$ cat src/rtl/div_rr_arbiter_if.sv
// Requester and divider-side bundle for the shared divider arbiter.
// Ports: requester Req/operands/Grant/Done/results/error flags; divider DvdReset/Start/operands/Ready/results.
interface div_rr_arbiter_if #(
   parameter int NREQ = 4
);
   logic [NREQ-1:0]    Req;
   logic [NREQ*16-1:0] DividendIn;
   logic [NREQ*16-1:0] DivisorIn;
   logic [NREQ-1:0]    Grant;
   logic [NREQ-1:0]    Done;
   logic [15:0]        QuotientOut;
   logic [15:0]        RemainderOut;
   logic               DivZeroErr;
   logic               TimeoutErr;
   logic               DvdReset;
   logic               Start;
   logic [15:0]        Dividend;
   logic [15:0]        Divisor;
   logic               Ready;
   logic [15:0]        Quotient;
   logic [15:0]        Remainder;

   modport master (
      input  Req, DividendIn, DivisorIn,
      output Grant, Done, QuotientOut, RemainderOut,
      output DivZeroErr, TimeoutErr,
      output DvdReset, Start, Dividend, Divisor,
      input  Ready, Quotient, Remainder
   );

   modport slave (
      output Req, DividendIn, DivisorIn,
      input  Grant, Done, QuotientOut, RemainderOut,
      input  DivZeroErr, TimeoutErr,
      input  DvdReset, Start, Dividend, Divisor,
      output Ready, Quotient, Remainder
   );
endinterface

$ cat src/rtl/div_rr_arbiter.sv
// Round-robin sequencer sharing one 16-bit divider among NREQ requesters.
// Ports: clk, reset (sync, active-high), bus (master side of div_rr_arbiter_if).
module div_rr_arbiter #(
   parameter int NREQ    = 4,
   parameter int TIMEOUT = 64
) (
   input logic              clk,
   input logic              reset,
   div_rr_arbiter_if.master bus
);

   localparam int IW = $clog2(NREQ);
   localparam int TW = $clog2(TIMEOUT + 1);
   localparam logic [TW-1:0] TMAX = TW'(TIMEOUT - 1);

   typedef enum logic [2:0] {
      S_IDLE,
      S_GRANT,
      S_RSTDVD,
      S_START,
      S_WAIT,
      S_DONE
   } state_e;

   state_e          state_q, state_d;
   logic [IW-1:0]   ptr_q, ptr_d;
   logic [IW-1:0]   idx_q, idx_d;
   logic [TW-1:0]   tcnt_q, tcnt_d;
   logic [15:0]     dvd_q, dvd_d;
   logic [15:0]     dvs_q, dvs_d;
   logic [15:0]     quo_q, quo_d;
   logic [15:0]     rem_q, rem_d;
   logic            dz_q, dz_d;
   logic            to_q, to_d;

   logic            any_req;
   logic [IW-1:0]   win;
   logic [NREQ-1:0] idx_oh;

   // Two passes: indices at/above ptr first, then the wrapped-around low ones.
   always_comb begin
      any_req = 1'b0;
      win     = '0;
      for (int i = 0; i < NREQ; i++) begin
         if (!any_req && bus.Req[i] && i >= int'(ptr_q)) begin
            any_req = 1'b1;
            win     = IW'(i);
         end
      end
      for (int i = 0; i < NREQ; i++) begin
         if (!any_req && bus.Req[i]) begin
            any_req = 1'b1;
            win     = IW'(i);
         end
      end
   end

   always_comb begin
      state_d = state_q;
      ptr_d   = ptr_q;
      idx_d   = idx_q;
      tcnt_d  = tcnt_q;
      dvd_d   = dvd_q;
      dvs_d   = dvs_q;
      quo_d   = quo_q;
      rem_d   = rem_q;
      dz_d    = dz_q;
      to_d    = to_q;
      unique case (state_q)
         S_IDLE: begin
            dz_d = 1'b0;
            to_d = 1'b0;
            if (any_req) begin
               idx_d   = win;
               dvd_d   = bus.DividendIn[{win, 4'b0000} +: 16];
               dvs_d   = bus.DivisorIn[{win, 4'b0000} +: 16];
               state_d = S_GRANT;
            end
         end
         S_GRANT: begin
            if (dvs_q == 16'd0) begin
               dz_d    = 1'b1;
               quo_d   = 16'hFFFF;
               rem_d   = dvd_q;
               state_d = S_DONE;
            end else begin
               state_d = S_RSTDVD;
            end
         end
         S_RSTDVD: begin
            tcnt_d  = '0;
            state_d = S_START;
         end
         S_START: begin
            tcnt_d = tcnt_q + TW'(1);
            if (!bus.Ready) begin
               state_d = S_WAIT;
            end else if (tcnt_q == TMAX) begin
               to_d    = 1'b1;
               quo_d   = '0;
               rem_d   = '0;
               state_d = S_DONE;
            end
         end
         S_WAIT: begin
            tcnt_d = tcnt_q + TW'(1);
            // Completion takes priority over a coincident timeout.
            if (bus.Ready) begin
               quo_d   = bus.Quotient;
               rem_d   = bus.Remainder;
               state_d = S_DONE;
            end else if (tcnt_q == TMAX) begin
               to_d    = 1'b1;
               quo_d   = '0;
               rem_d   = '0;
               state_d = S_DONE;
            end
         end
         S_DONE: begin
            ptr_d   = (idx_q == IW'(NREQ - 1)) ? '0 : idx_q + IW'(1);
            dz_d    = 1'b0;
            to_d    = 1'b0;
            state_d = S_IDLE;
         end
         default: state_d = S_IDLE;
      endcase
   end

   always_ff @(posedge clk) begin
      if (reset) begin
         state_q <= S_IDLE;
         ptr_q   <= '0;
         idx_q   <= '0;
         tcnt_q  <= '0;
         dvd_q   <= '0;
         dvs_q   <= '0;
         quo_q   <= '0;
         rem_q   <= '0;
         dz_q    <= 1'b0;
         to_q    <= 1'b0;
      end else begin
         state_q <= state_d;
         ptr_q   <= ptr_d;
         idx_q   <= idx_d;
         tcnt_q  <= tcnt_d;
         dvd_q   <= dvd_d;
         dvs_q   <= dvs_d;
         quo_q   <= quo_d;
         rem_q   <= rem_d;
         dz_q    <= dz_d;
         to_q    <= to_d;
      end
   end

   assign idx_oh = NREQ'(1) << idx_q;

   assign bus.Grant        = (state_q != S_IDLE) ? idx_oh : '0;
   assign bus.Done         = (state_q == S_DONE) ? idx_oh : '0;
   assign bus.DvdReset     = (state_q == S_RSTDVD);
   assign bus.Start        = (state_q == S_START);
   assign bus.Dividend     = dvd_q;
   assign bus.Divisor      = dvs_q;
   assign bus.QuotientOut  = quo_q;
   assign bus.RemainderOut = rem_q;
   assign bus.DivZeroErr   = dz_q;
   assign bus.TimeoutErr   = to_q;

endmodule
$ cat src/flat_wrapper.sv
// flat-port wrapper written by rule: the top's interface ports become plain ports
module div_rr_arbiter_flat 
#(
   parameter int NREQ    = 4,
   parameter int TIMEOUT = 64
)
  (clk, reset, bus_Req, bus_DividendIn, bus_DivisorIn, bus_Grant, bus_Done, bus_QuotientOut, bus_RemainderOut, bus_DivZeroErr, bus_TimeoutErr, bus_DvdReset, bus_Start, bus_Dividend, bus_Divisor, bus_Ready, bus_Quotient, bus_Remainder);
  div_rr_arbiter_if #(.NREQ(NREQ)) bus_i ();
  input logic clk;
  input logic reset;
  input wire logic [$bits(bus_i.Req)-1:0] bus_Req;
  input wire logic [$bits(bus_i.DividendIn)-1:0] bus_DividendIn;
  input wire logic [$bits(bus_i.DivisorIn)-1:0] bus_DivisorIn;
  output wire logic [$bits(bus_i.Grant)-1:0] bus_Grant;
  output wire logic [$bits(bus_i.Done)-1:0] bus_Done;
  output wire logic [$bits(bus_i.QuotientOut)-1:0] bus_QuotientOut;
  output wire logic [$bits(bus_i.RemainderOut)-1:0] bus_RemainderOut;
  output wire logic [$bits(bus_i.DivZeroErr)-1:0] bus_DivZeroErr;
  output wire logic [$bits(bus_i.TimeoutErr)-1:0] bus_TimeoutErr;
  output wire logic [$bits(bus_i.DvdReset)-1:0] bus_DvdReset;
  output wire logic [$bits(bus_i.Start)-1:0] bus_Start;
  output wire logic [$bits(bus_i.Dividend)-1:0] bus_Dividend;
  output wire logic [$bits(bus_i.Divisor)-1:0] bus_Divisor;
  input wire logic [$bits(bus_i.Ready)-1:0] bus_Ready;
  input wire logic [$bits(bus_i.Quotient)-1:0] bus_Quotient;
  input wire logic [$bits(bus_i.Remainder)-1:0] bus_Remainder;
  assign bus_i.Req = bus_Req;
  assign bus_i.DividendIn = bus_DividendIn;
  assign bus_i.DivisorIn = bus_DivisorIn;
  assign bus_Grant = bus_i.Grant;
  assign bus_Done = bus_i.Done;
  assign bus_QuotientOut = bus_i.QuotientOut;
  assign bus_RemainderOut = bus_i.RemainderOut;
  assign bus_DivZeroErr = bus_i.DivZeroErr;
  assign bus_TimeoutErr = bus_i.TimeoutErr;
  assign bus_DvdReset = bus_i.DvdReset;
  assign bus_Start = bus_i.Start;
  assign bus_Dividend = bus_i.Dividend;
  assign bus_Divisor = bus_i.Divisor;
  assign bus_i.Ready = bus_Ready;
  assign bus_i.Quotient = bus_Quotient;
  assign bus_i.Remainder = bus_Remainder;
  div_rr_arbiter #(.NREQ(NREQ), .TIMEOUT(TIMEOUT)) u_core (.clk(clk), .reset(reset), .bus(bus_i));
endmodule
$ cat config.mk
export PLATFORM = sky130hd
export DESIGN_NAME = div_rr_arbiter_flat
export DESIGN_NICKNAME = d
export VERILOG_FILES = /design/src/rtl/div_rr_arbiter_if.sv /design/src/rtl/div_rr_arbiter.sv /design/src/flat_wrapper.sv
export SDC_FILE = /design/constraint.sdc
export NUM_CORES = 1
export LEC_CHECK = 0
export CORE_ASPECT_RATIO = 1.4
export CORE_MARGIN = 2
export CORE_UTILIZATION = 39
export DETAILED_ROUTE_END_ITERATION = 12
export GPL_TIMING_DRIVEN = 0
export PLACE_DENSITY = 0.82
export SKIP_CTS_REPAIR_TIMING = 1
export SLEW_MARGIN = 20
export SYNTH_ARGS = -nofsm -noshare
export SYNTH_HDL_FRONTEND = slang
export SYNTH_SLANG_ARGS = --single-unit
$ cat constraint.sdc
create_clock -name clk -period 2.9 [get_ports clk]
set_input_delay 0.725 -clock clk [delete_from_list [all_inputs] [get_ports clk]]
set_output_delay 0.725 -clock clk [all_outputs]
set_load 0.03 [all_outputs]
==> metrics.yaml, run 1 <==
run_status:
  outcome: "completed"
finish:
  final_cell_mix: "clkdlybuf4s50_1 (241), dfxtp_1 (80), mux2i_1 (67)"
  drive_above_1_share_pct: 6.08
  mostFrequentLayoutCell: "clkdlybuf4s50_1"
  fin_area_um2: 7210
  final_nets: 891
  syn_to_final_growth_pct: 68.2
  n_fill_cell: 848
  antennaDiodeCount: 0
timing:
  max_slew.worst_pin.slew_ns: 0.781
  finalHoldViolCount: 0
  fmax_ghz: 0.362
  drv_slew: 0
  rsz0062_at_grt: "no"
  period_minus_slack_ns: 2.76
  fin_worst_skew_ns: 0.0107
  final.setup.tns_ns: 0
  setup_viol: 0
  relSlewSlack_pct: 47.9
  min_period_over_period_pct: 95.3
critical_path:
  arrival_ns: 2.04
  critPathLaunchType: "flip-flop"
  worstPathRequired_ns: 2.17
  cp_max_fo: 10
  r2r_slack_ns: 0.51
  critPathKind: "flip-flop to output port"
  cp-end-kind: "output port"
  ff2ff_path_depth: 6
detailed_routing:
  wl_per_cell_um: 18.5
  via_count: 4772
  drc: 0
  antenna_left: 0
  drt_first_pass_iters: 5
  wirelength_mm: 16.0
  vias_per_cell: 5.52
  drt_iter0_drc: 242
hold_path:
  hold_path_depth: 2
  min_path_type: "flip-flop to flip-flop"
power_and_ir_drop:
  finalPower_mw: 4.66
  ir_drop_mv: 0.276
  p_leak_nw: 2.57
  power_density_nw_per_um2: 647
logic_synthesis:
  syn_nets: 639
  ys_warn_count: 0
  async_reset_ff_share_pct: 0
  ys_types: 41
  yosysTopAreaCell: "dfxtp_1"
  ys.flop_type: "dfxtp_1"
  syn-cell-area_um2: 4290
  synth_top_cell_area_share_pct: 37.4
  synth_edf_count: 0
  yosys_register_bits: 80
  ys_seq_area_share_pct: 37.4
  syn_inst: 467
  netlist_top_cells_area: "dfxtp_1 (37%), mux2i_1 (16%), o221ai_1 (6.5%)"
  syn_avg_cell_area_um2: 9.18
global_route:
  grt_max_degree: 14
  grt_usage_pct: 26.7
  gr-total-overflow: 0
  grt_pass1_wl_mm: 24.7
  antenna_found_initial: 0
  first_global_vias: 4885
placed_design:
  placed_area_um2: 6870
  dpl.hpwl_mm: 12.9
  place.gp.congestion: 0.912
  port_buffers: 241
clock_network:
  cts_buffers: 9
  clock_path_buffers: 2
  clock-root-buffer: "clkbuf_16"
  worstSkewPairLatency_ns: 0.34
  cts_tree: "yes"
  h-tree-depth: 3
  cts.sinks: 80
  cts.clk_slew.worst_paths_ns: 0.06
die:
  core_um2: 10800
  ios: 243
  die_w_um: 92.6
  die_area_um2: 11900
  die_h_um: 128
  initial_core_util_pct: 39.8
  row_count: 45
flow_run:
  max-cap-violations: 0
-- synthesized netlist by cell type, drive strengths merged (2+ instances only) --
| master | n |
|---|---|
| dfxtp | 80 |
| a211oi | 2 |
| nand3b | 4 |
| nor2 | 23 |
| o221ai | 32 |
| a21oi | 33 |
| buf | 19 |
| and2 | 5 |
| clkbuf | 23 |
| nor2b | 4 |
| nor3b | 2 |
| nor4 | 4 |
| o32ai | 32 |
| ha | 5 |
| a22oi | 16 |
| inv | 9 |
| a22o | 2 |
| nand3 | 3 |
| nor3 | 4 |
| mux2i | 67 |
| nand2b | 35 |
| or4 | 5 |
| nand2 | 45 |
| o21ai | 4 |
-- metal layers --
layer	wire, um	up-vias	global-route usage, %
met2	8490	253	49.2
li1	-	2259	-
met1	5960	2216	29.5
met4	516	0	11.9
met3	1050	44	4.70
met5	0	-	0
-- report_power, final --
group	total, mW	switching, mW	internal, mW
Combinational	1.97	1.07	0.894
Sequential	1.46	0.154	1.31
Clock	1.23	0.453	0.776
Total	4.66	1.68	2.98
-- critical path, cell delays in order, from the launching register on --
cell             delay [ns]
dfxtp_1                0.30
buf_2                  0.22
nand2_1                0.12
nor2_4                 0.21
and2_1                 0.17
clkdlybuf4s50_1        0.68
-- final timing paths --
kind | from | to
min | u_core.bus.QuotientOut[2]$_SDFFE_PP0P_ | u_core.bus.QuotientOut[2]$_SDFFE_PP0P_
max | u_core.state_q[0]$_SDFFE_PP0P_ | bus_Done[0]
min reg2reg | u_core.bus.QuotientOut[2]$_SDFFE_PP0P_ | u_core.bus.QuotientOut[2]$_SDFFE_PP0P_
max reg2reg | u_core.bus.Divisor[3]$_SDFFE_PP0P_ | u_core.bus.RemainderOut[13]$_SDFFE_PP0P_
-- cells by family after synthesis --
kind of cell / count (synthesis) / share of synthesized area (%)
and+or+nand+nor: 137 / 16.7
buffers and inverters: 51 / 5.78
DFF: 80 / 37.4
AOI/OAI and AO/OA: 126 / 22.8
adders and majority gates: 5 / 1.46
muxes: 68 / 15.9
-- stage by stage --
stage	instances	hold slack [ns]	setup WS (ns)	utilization [%]
after floorplan	467	0.460	0.652	-
after global placement	849	0.468	-0.317	63.9
after detailed placement	849	0.474	-0.334	63.9
after CTS	865	0.490	-0.0995	66.9
after global routing	865	0.501	0.0649	67.0
final	865	0.490	0.137	67.0
-- flip-flops by register name (all words and copies together) (netlist names) --
name	cells
u_core.bus.Dividend	16
u_core.tcnt_q	7
u_core.bus.RemainderOut	16
u_core.bus.Divisor	16
u_core.bus.QuotientOut	16
u_core.state_q	3
u_core.idx_q	2
u_core.bus.TimeoutErr	1
u_core.ptr_q	2
u_core.bus.DivZeroErr	1
-- final cells by class --
| class | instances | area [um^2] | share of cell area (%) |
|---|---|---|---|
| Buffer | 42 | 219 | 3.04 |
| Clock buffer | 11 | 243 | 3.37 |
| Clock inverter | 5 | 80.1 | 1.11 |
| Inverter | 9 | 33.8 | 0.469 |
| Multi-Input combinational cell | 336 | 2440 | 33.9 |
| Sequential cell | 80 | 1600 | 22.2 |
| Tap cell | 141 | 176 | 2.45 |
| Timing Repair Buffer | 241 | 2410 | 33.5 |
(Power assumes the default switching activity.)
==> run 2: changes to the inputs <==
--- a/config.mk
+++ b/config.mk
@@ -10,6 +10,7 @@
 export CORE_UTILIZATION = 39
 export DETAILED_ROUTE_END_ITERATION = 12
 export GPL_TIMING_DRIVEN = 0
+export HOLD_SLACK_MARGIN = 0.02
 export PLACE_DENSITY = 0.82
 export SKIP_CTS_REPAIR_TIMING = 1
 export SLEW_MARGIN = 20
==> results of run 2 <==
Final layout, timing and power as in run 1 (identical DEF).
==> run 3: changes to the inputs <==
--- a/config.mk
+++ b/config.mk
@@ -7,11 +7,12 @@
 export LEC_CHECK = 0
 export CORE_ASPECT_RATIO = 1.4
 export CORE_MARGIN = 2
-export CORE_UTILIZATION = 39
+export CORE_UTILIZATION = 35
+export CTS_CLUSTER_DIAMETER = 120
 export DETAILED_ROUTE_END_ITERATION = 12
 export GPL_TIMING_DRIVEN = 0
 export HOLD_SLACK_MARGIN = 0.02
-export PLACE_DENSITY = 0.82
+export PLACE_DENSITY = 0.77
 export SKIP_CTS_REPAIR_TIMING = 1
 export SLEW_MARGIN = 20
 export SYNTH_ARGS = -nofsm -noshare
==> constraint.sdc (replaced) <==
create_clock -name clk -period 2.39 [get_ports clk]
set_input_delay 0.5975 -clock clk [delete_from_list [all_inputs] [get_ports clk]]
set_output_delay 0.5975 -clock clk [all_outputs]
set_load 0.03 [all_outputs]
==> metrics.yaml, run 3 (same netlist as run 1, synthesis figures left out) <==
clock_network:
  worstSkewPairLatency_ns: 0.33  # about the same
  clock-root-buffer: "clkbuf_16"
  h-tree-depth: 3  # unchanged
  clock_path_buffers: 2  # unchanged
  cts_buffers: 9  # unchanged
  cts.clk_slew.worst_paths_ns: 0.06  # about the same
  cts.sinks: 80  # unchanged
  cts_tree: "yes"
hold_path:
  hold_end: "u_core.bus.QuotientOut[5]$_SDFFE_PP0P_"
  hold_path_depth: 2  # unchanged
  min_from: "u_core.bus.QuotientOut[5]$_SDFFE_PP0P_"
  min_path_type: "flip-flop to flip-flop"
die:
  die_area_um2: 13200  # +11%
  row_count: 47  # +4.4%
  ios: 243  # unchanged
  core_um2: 11900  # +10%
  initial_core_util_pct: 36.1  # -3.8 points
  die_h_um: 135  # +5.4%
  die_w_um: 97.5  # +5.3%
finish:
  final_nets: 893  # +0.22%
  n_fill_cell: 1009  # +19%
  instances_no_fill: 873  # +0.92%
  utilization_pct: 61.9  # -5.1 points
  syn_to_final_growth_pct: 71.6
  multiInputGateArea_um2: 2490  # +2.1%
  antennaDiodeCount: 0  # unchanged
  mostFrequentLayoutCell: "clkdlybuf4s50_1"
  fin_area_um2: 7350  # +2.0%
  final_cell_mix: "clkdlybuf4s50_1 (231), dfxtp_1 (80), mux2i_1 (65)"
  seqCellArea_um2: 1600  # unchanged
  drive_above_1_share_pct: 8.13  # +2.0 points
global_route:
  antenna_found_initial: 0  # unchanged
  grt_usage_pct: 23.1  # -3.6 points
  gr-total-overflow: 0  # unchanged
  first_global_vias: 4883  # -0.041%
  grt_max_degree: 13  # -1
  grt_pass1_wl_mm: 24.5  # -0.87%
critical_path:
  arrival_ns: 2.49  # +0.45 ns
  r2r_slack_ns: 0.09  # -0.42 ns
  worstPathRequired_ns: 2.58  # +0.41 ns
  critPathKind: "flip-flop to flip-flop"
  critPathLaunchType: "flip-flop"
  cp_max_fo: 10  # unchanged
  critPathBufInv: 1  # -1
  ff2ff_path_depth: 6  # unchanged
  startpoint: "u_core.bus.Divisor[3]$_SDFFE_PP0P_"
  timing.rr.end: "u_core.bus.RemainderOut[7]$_SDFFE_PP0P_"
  cp-end-kind: "flip-flop"
  path_delay_family: "compound AO/OA/AOI/OAI gates"
  cp_slowest_cell: "or4_1"
  max_stage_delay_ns: 0.61  # -0.07 ns
  timing.rr.start: "u_core.bus.Divisor[3]$_SDFFE_PP0P_"
  path_cells: "or4_1 -> o41ai_4 -> o21ai_2 -> a21oi_4 -> buf_6 -> o32ai_1"
placed_design:
  dpl.hpwl_mm: 12.9  # +0.50%
  place.gp.congestion: 0.860  # -5.6%
  dpl_worst_slack_ns: -0.699  # -0.365 ns
  dpl.cell_count: 855  # +0.71%
  placed_area_um2: 6880  # +0.11%
  port_buffers: 241  # unchanged
run_status:
  outcome: "completed"
detailed_routing:
  wirelength_mm: 16.2  # +1.1%
  drc: 0  # unchanged
  drt_first_pass_iters: 4  # -1
  via_count: 4775  # +0.063%
  wl_per_cell_um: 18.5  # +0.15%
  drt_iter0_drc: 223  # -7.9%
  vias_per_cell: 5.47  # -0.85%
  antenna_left: 0  # unchanged
timing:
  layout_setup_ws_ns: 0.0852  # -0.0521 ns
  finalHoldViolCount: 0  # unchanged
  setup_viol: 0  # unchanged
  min_period_over_period_pct: 96.4
  fin_worst_skew_ns: 0.00821  # -0.00251 ns
  drv_slew: 0  # unchanged
  holdWs_ns: 0.487  # -0.00214 ns
  max_slew.worst_pin.slew_ns: 0.625  # -0.156 ns
  period_minus_slack_ns: 2.30
  fmax_ghz: 0.434
  relSlewSlack_pct: 58.3  # +10 points
power_and_ir_drop:
  p_leak_nw: 2.81  # +9.5%
  power_density_nw_per_um2: 776  # +20%
  ir_drop_mv: 0.409  # +48%
flow_run:
  max-cap-violations: 0  # unchanged
run 3: final cells by class:
type,count,share of cell area [%]
clock buffer,13,3.40
tap,147,2.50
multi-input combinational,336,33.9
timing repair buffer,244,33.4
sequential,80,21.8
clock inverter,3,0.885
inverter,9,0.459
buffer,41,3.61
run 3: worst register-to-register path, delay by kind of cell, from the launching register on:
kind / cells / cell delay [ns]
buffers and inverters: 1 / 0.18
DFF: 1 / 0.33
and+or+nand+nor: 1 / 0.61
AOI/OAI and AO/OA: 4 / 1.04
run 3: worst max path at each step:
stage / end / slack (ns) / cells after the start
CTS: bus_Done[2] / -0.46 / 5
floorplan: u_core.bus.RemainderOut[10]$_SDFFE_PP0P_ / 0.26 / 6
global route: u_core.bus.RemainderOut[7]$_SDFFE_PP0P_ / -0.02 / 6
finish: u_core.bus.RemainderOut[7]$_SDFFE_PP0P_ / 0.09 / 6
global placement: u_core.bus.Dividend[10]$_SDFFE_PP0P_ / -0.70 / 8
detailed placement: u_core.bus.Dividend[10]$_SDFFE_PP0P_ / -0.70 / 8
run 3: power breakdown:
part	total [mW]	internal (mW)	leakage, nW	switching [mW]
sequential	1.79	1.59	0.655	0.200
clock	1.47	0.943	0.154	0.528
combinational	2.45	1.13	2.01	1.32
total	5.71	3.66	2.81	2.05
run 3: per-stage QoR:
stage	total power, mW	TNS, ns
2_1_floorplan	3.11	0
4_1_cts	5.66	-9.80
3_3_place_gp	4.13	-19.90
5_1_grt	5.96	-0.0570
3_5_place_dp	4.18	-22.84
6_report	5.71	0
run 3: per-layer routing:
metal	up-vias	share of wire, %	global-route usage (%)
li1	2264	-	-
met1	2247	38	25.3
met2	232	52	43.1
met3	32	7.1	5.49
met4	0	3.0	8.56
met5	-	0	0
